File: config.mk
export PLATFORM = sky130hd
export DESIGN_NAME = game_ctrl
export DESIGN_NICKNAME = d
export VERILOG_FILES = /design/src/rtl/game_pkg.sv /design/src/rtl/key_edge.sv /design/src/rtl/game_ctrl.sv
export SDC_FILE = /design/constraint.sdc
export NUM_CORES = 1
export LEC_CHECK = 0
export CAP_MARGIN = 10
export CORE_ASPECT_RATIO = 1.1
export CORE_UTILIZATION = 49
export DETAILED_ROUTE_END_ITERATION = 16
export GPL_TIMING_DRIVEN = 1
export PLACE_DENSITY = 0.79
export SLEW_MARGIN = 20
export SYNTH_ARGS = -nofsm -noshare
export SYNTH_HDL_FRONTEND = slang
export SYNTH_SLANG_ARGS = --single-unit
File: constraint.sdc
create_clock -name clk -period 2.29 [get_ports clk]
set_clock_uncertainty 0.15 [all_clocks]
set_input_delay 0.229 -clock clk [delete_from_list [all_inputs] [get_ports clk]]
set_output_delay 0.229 -clock clk [all_outputs]
set_load 0.005 [all_outputs]
File: src/rtl/game_pkg.sv
// Shared encodings and limits for the game controller.
// Holds state enum, key bit positions and counter saturation limits.
package game_pkg;

  typedef enum logic [1:0] {
    ST_TITLE = 2'd0,
    ST_PLAY  = 2'd1,
    ST_DEAD  = 2'd2,
    ST_CLEAR = 2'd3
  } state_t;

  localparam int NUM_KEYS    = 4;
  localparam int KEY_LEFT    = 0;
  localparam int KEY_RIGHT   = 1;
  localparam int KEY_JUMP    = 2;
  localparam int KEY_RESTART = 3;

  localparam logic [9:0]  PLAY_SEC_MAX = 10'd999;
  localparam logic [15:0] DEATH_MAX    = 16'hFFFF;

  // Counter width able to hold 0..n-1, never narrower than one bit.
  function automatic int cnt_width(input int n);
    return (n < 2) ? 1 : $clog2(n);
  endfunction

endpackage

File: src/rtl/key_edge.sv
// Two-flop synchronizer plus rising-edge detect for the raw buttons.
// key_rise is high for one clk, two clks after the raw key rises; held keys give a single pulse.
module key_edge import game_pkg::*; (
  input  logic                clk,
  input  logic                rst_n,
  input  logic [NUM_KEYS-1:0] keys,
  output logic [NUM_KEYS-1:0] key_rise
);

  logic [NUM_KEYS-1:0] sync_q1;
  logic [NUM_KEYS-1:0] sync_q2;
  logic [NUM_KEYS-1:0] prev_q;

  always_ff @(posedge clk or negedge rst_n) begin
    if (!rst_n) begin
      sync_q1 <= '0;
      sync_q2 <= '0;
      prev_q  <= '0;
    end else begin
      sync_q1 <= keys;
      sync_q2 <= sync_q1;
      prev_q  <= sync_q2;
    end
  end

  assign key_rise = sync_q2 & ~prev_q;

endmodule

File: src/rtl/game_ctrl.sv
// Game flow controller: TITLE/PLAY/DEAD/CLEAR FSM with death, play-time and blink counters.
// Outputs registered; kid_hit/kid_at_goal act in 1 clk, keys in 3 clk (sync + edge).
module game_ctrl import game_pkg::*; #(
  parameter int FRAMES_PER_SEC  = 60,
  parameter int MIN_DEAD_FRAMES = 32,
  parameter int BLINK_FRAMES    = 16
) (
  input  logic        clk,
  input  logic        rst_n,
  input  logic        frame_tick,
  input  logic [3:0]  keys,
  input  logic        kid_hit,
  input  logic        kid_at_goal,
  output logic [1:0]  game_state,
  output logic        play_en,
  output logic        respawn,
  output logic        overlay_en,
  output logic [15:0] death_cnt,
  output logic [9:0]  play_sec
);

  localparam int DIV_W   = cnt_width(FRAMES_PER_SEC);
  localparam int DEAD_W  = cnt_width(MIN_DEAD_FRAMES + 1);
  localparam int BLINK_W = cnt_width(BLINK_FRAMES);

  localparam logic [DIV_W-1:0]   DIV_LAST   = DIV_W'(FRAMES_PER_SEC - 1);
  localparam logic [DEAD_W-1:0]  DEAD_FULL  = DEAD_W'(MIN_DEAD_FRAMES);
  localparam logic [BLINK_W-1:0] BLINK_LAST = BLINK_W'(BLINK_FRAMES - 1);

  state_t              state;
  state_t              next_state;
  logic [3:0]          key_rise;
  logic                any_rise;
  logic                restart_rise;
  logic                enter_play;
  logic                enter_dead;
  logic                series_reset;
  logic                dead_tick;
  logic [DIV_W-1:0]    frame_div;
  logic [DEAD_W-1:0]   dead_frames;
  logic [BLINK_W-1:0]  blink_cnt;

  key_edge u_key_edge (
    .clk      (clk),
    .rst_n    (rst_n),
    .keys     (keys),
    .key_rise (key_rise)
  );

  assign any_rise     = key_rise[KEY_LEFT] | key_rise[KEY_RIGHT] |
                        key_rise[KEY_JUMP] | key_rise[KEY_RESTART];
  assign restart_rise = key_rise[KEY_RESTART];

  always_ff @(posedge clk or negedge rst_n) begin
    if (!rst_n) state <= ST_TITLE;
    else        state <= next_state;
  end

  // Overlap flags are ignored while respawn is high: they still reflect the pre-respawn position.
  always_comb begin
    next_state = state;
    case (state)
      ST_TITLE: if (any_rise) next_state = ST_PLAY;
      ST_PLAY: begin
        if (!respawn) begin
          if (kid_hit)          next_state = ST_DEAD;
          else if (kid_at_goal) next_state = ST_CLEAR;
        end
      end
      ST_DEAD:  if (restart_rise && dead_frames == DEAD_FULL) next_state = ST_PLAY;
      ST_CLEAR: if (restart_rise) next_state = ST_TITLE;
      default:  next_state = ST_TITLE;
    endcase
  end

  assign enter_play   = (next_state == ST_PLAY) && (state != ST_PLAY);
  assign enter_dead   = (next_state == ST_DEAD) && (state != ST_DEAD);
  assign series_reset = (state == ST_CLEAR) && (next_state == ST_TITLE);
  assign dead_tick    = frame_tick && (state == ST_DEAD) && (next_state == ST_DEAD);
  assign game_state   = state;

  always_ff @(posedge clk or negedge rst_n) begin
    if (!rst_n) begin
      play_en     <= 1'b0;
      respawn     <= 1'b0;
      overlay_en  <= 1'b0;
      death_cnt   <= '0;
      play_sec    <= '0;
      frame_div   <= '0;
      dead_frames <= '0;
      blink_cnt   <= '0;
    end else begin
      play_en <= (next_state == ST_PLAY);
      respawn <= enter_play;

      if (series_reset)
        death_cnt <= '0;
      else if (enter_dead && death_cnt != DEATH_MAX)
        death_cnt <= death_cnt + 16'd1;

      // A tick on a transition edge belongs to the state being entered.
      if (series_reset) begin
        frame_div <= '0;
        play_sec  <= '0;
      end else if (frame_tick && next_state == ST_PLAY) begin
        if (frame_div == DIV_LAST) begin
          frame_div <= '0;
          if (play_sec != PLAY_SEC_MAX) play_sec <= play_sec + 10'd1;
        end else begin
          frame_div <= frame_div + DIV_W'(1);
        end
      end

      if (enter_dead) begin
        dead_frames <= DEAD_W'(frame_tick);
        blink_cnt   <= BLINK_W'(frame_tick);
      end else if (dead_tick) begin
        if (dead_frames != DEAD_FULL) dead_frames <= dead_frames + DEAD_W'(1);
        if (blink_cnt == BLINK_LAST) blink_cnt <= '0;
        else                         blink_cnt <= blink_cnt + BLINK_W'(1);
      end

      if (next_state == ST_CLEAR)
        overlay_en <= 1'b1;
      else if (next_state != ST_DEAD)
        overlay_en <= 1'b0;
      else if (enter_dead)
        overlay_en <= 1'b1;
      else if (dead_tick && blink_cnt == BLINK_LAST)
        overlay_en <= ~overlay_en;
    end
  end

endmodule

==> out/metrics.csv <==
metric,value,unit
syn avg cell area,10.0,µm²
Final Max Tran Viols,0,
CP Buf/Inv Count,2,
CP Capture Type,flop,
starting density of the core,0.517,
Sequential Power Share,0.403,
# H-tree levels,3,
number of synthesis warnings,0,
Ant. Diodes,0,
Post-synth ARST share,1.00,
gpl congestion,0.823,
initial antenna violation count,0,
Hold WC Path Type,in2reg,
total number of vias,2383,
sequential area share after synthesis,0.519,
port buffer count,39,
Cells after DPL,407,
TNS Setup,0,ns
post-synthesis adder-cell area fraction,0.0264,
synth unique cells,47,
die extent in x,74.6,µm
layout net count,367,
CTS root buf,clkbuf_8,
Post-Synthesis Net Count,299,
post-synthesis mux area share,0.0180,
largest family of logic cells by synthesized area,simple AND/OR/NAND/NOR gates,
drt first pass iters,4,
Max-slew headroom,0.653,
Synth Area in Simple Gates,0.238,
MaxCap Viol Count,0,
"most common cell after layout, fill and taps aside",dfrtp_1,
DRC Markers,0,
Leak Pwr,1.71,nW
P_sw,1.05,mW
Logic pwr share,0.252,
Cell Rows,28,
Crit Path Max Fanout,5,
Cell Int Power,2.37,mW
clk_lat worst skew,0.34,ns
CP cell instances,nor3_4 > nand3_2 > a221oi_4 > buf_4 > inv_2 > nor3_4 > o2111ai_1 > a32o_1,
critical path class,reg2reg,
wire length on met1,2970,µm
global route overflow,0,
layout cells sized above 1,0.162,
Main synth FF type,dfrtp_1,
Setup crit start kind,flop,
Clock Pin Slew Worst Setup and Hold Paths,0.07,ns
largest net degree at the start of global routing,38,
Tot Pwr,3.43,mW
Synth Instances,284,
status,"finished, final reports clean",
met3 wire len,271,µm
CP top delay family,compound AO/OA/AOI/OAI gates,
WP data required,2.37,ns
vias in the first global route,2265,
Switching Share,0.307,
final hold vios,0,
Peak VDD IR,0.663,mV
CP peak stage delay,0.44,ns
compound-cell area share of the yosys netlist,0.132,
filler cell count,413,
"commonest non-fill, non-tap cells in the layout","58 x dfrtp_1, 38 x clkdlybuf4s50_1, 29 x nor2_1",
Post-synth EDFFs,0,
Pwr Density,908,nW/µm²
initial drt markers,194,
final design utilization,0.686,
Post-Synth XOR/XNOR Area,0.0400,
Non-Filler Instances,432,
fin crit share,0.987,
first-pass GRT wire length,10500,µm
worst slew pin tran,0.520,ns
Routed wire per std cell,15.2,µm
DR WL met2,3230,µm
clk sinks,59,
Die Area,6110,µm²
CP arrival,2.34,ns
clock share of power,0.345,
vias per cell,5.52,
io pins,40,
top sig layer,met4,
TritonCTS clock tree,done,
CORE AREA,5500,µm²
Tmin final,2.26,ns
"most used cell, CP",nor3_4,
DIE HEIGHT,81.9,µm
P&R area growth vs syn,32.7,%
final WL,6570,µm
Fmax,442,MHz
deepest clock path buffer count,2,
Detailed Place HPWL,4260,µm
register bit total from synthesis,59,
Slowest cell on crit path,dfrtp_2,
gr usage total,0.232,
# setup viols final,0,
post-route ant nets,0,
Num CTS Buffers,9,
Mapped Area,2840,µm²
-- state kept, by name, indices dropped and copies added, names as in the netlist --
signal and cells:
play_sec 10, u_key_edge.sync_q1 4, respawn 1, u_key_edge.prev_q 4, frame_div 6, overlay_en 1, blink_cnt 4, play_en 1
death_cnt 16, game_state 2, dead_frames 6, u_key_edge.sync_q2 4
-- routing by layer --
metal,GRT usage,vias to the layer above
met3,0.0528,10
met1,0.306,1152
met4,0.0868,0
met5,0,-
li1,-,1159
met2,0.371,62
-- power by group through the flow --
stage	Combinational, mW	Clock, mW	Sequential, mW
finish	0.863	1.18	1.38
global route	0.954	1.25	1.41
CTS	0.812	1.19	1.36
detailed placement	0.783	0	1.38
global placement	0.755	0	1.37
floorplan	0.460	0	1.36
-- per-stage QoR --
stage	hold WS, ns	area (µm²)	worst slack, ns
finish	0.178	3770	0.0290
global route	0.165	3770	-0.0566
CTS	0.169	3710	0.0243
detailed placement	0.0773	3430	0.0133
global placement	0.0799	3430	0.0735
floorplan	-0.217	2840	0.157
-- cell families after synthesis --
group	after synthesis
AO/OA/AOI/OAI	56
adder cells (fa/ha/maj)	6
flip-flops	59
AND/OR/NAND/NOR	126
XOR/XNOR	13
multiplexers	5
buffers and inverters	19
-- cells in the mapped netlist (2+ instances only) --
cell type	count	area share
dfrtp_1	59	0.52
nor2_1	29	0.038
nand2_1	22	0.029
nand3_1	21	0.037
o21ai_0	20	0.035
a21oi_1	15	0.026
nand4_1	11	0.024
xor2_1	10	0.031
inv_1	8	0.011
and3_1	7	0.015
nand2b_1	7	0.015
or3_1	7	0.015
clkbuf_1	6	0.0079
ha_1	6	0.026
mux2i_1	4	0.014
o211ai_1	4	0.011
or4_1	4	0.011
buf_2	3	0.0053
nor2b_1	3	0.0066
nor3_1	3	0.0053
o31ai_1	3	0.0079
xnor2_1	3	0.0092
and2_1	2	0.0044
and4_1	2	0.0062
inv_2	2	0.0026
o211a_1	2	0.0070
-- area by class of cell --
cell class | instances | area, µm² | area share
timing repair buffer | 65 | 599 | 0.159
inverter | 10 | 37.5 | 0.00994
clock inverter | 7 | 124 | 0.0328
sequential | 59 | 1480 | 0.391
tap | 75 | 93.8 | 0.0249
clock buffer | 9 | 124 | 0.0328
multi-input combinational | 207 | 1320 | 0.349
-- worst paths after layout --
kind	startpoint	to	slack (ns)	cells past startpoint
max	dead_frames[2]	frame_div[4]	0.03	8
min	keys[2]	u_key_edge.sync_q1[2]	0.18	1
max reg2reg	dead_frames[2]	frame_div[4]	0.03	8
min reg2reg	u_key_edge.sync_q1[2]	u_key_edge.sync_q2[2]	0.20	0
max in group asynchronous	rst_n	dead_frames[2]	1.15	3
min in group asynchronous	rst_n	frame_div[5]	0.24	2
-- repair_timing --
action / in CTS / in global routing
gates resized for setup: 0 / 5
hold endpoints to repair: 22 / 0
pin swaps: 2 / 5
setup buffers: 2 / 5
hold buffers: 1 / 0
cloned: 0 / 1
setup endpoints to repair: 2 / 9
No activity file was read; power rests on OpenSTA's default activity.
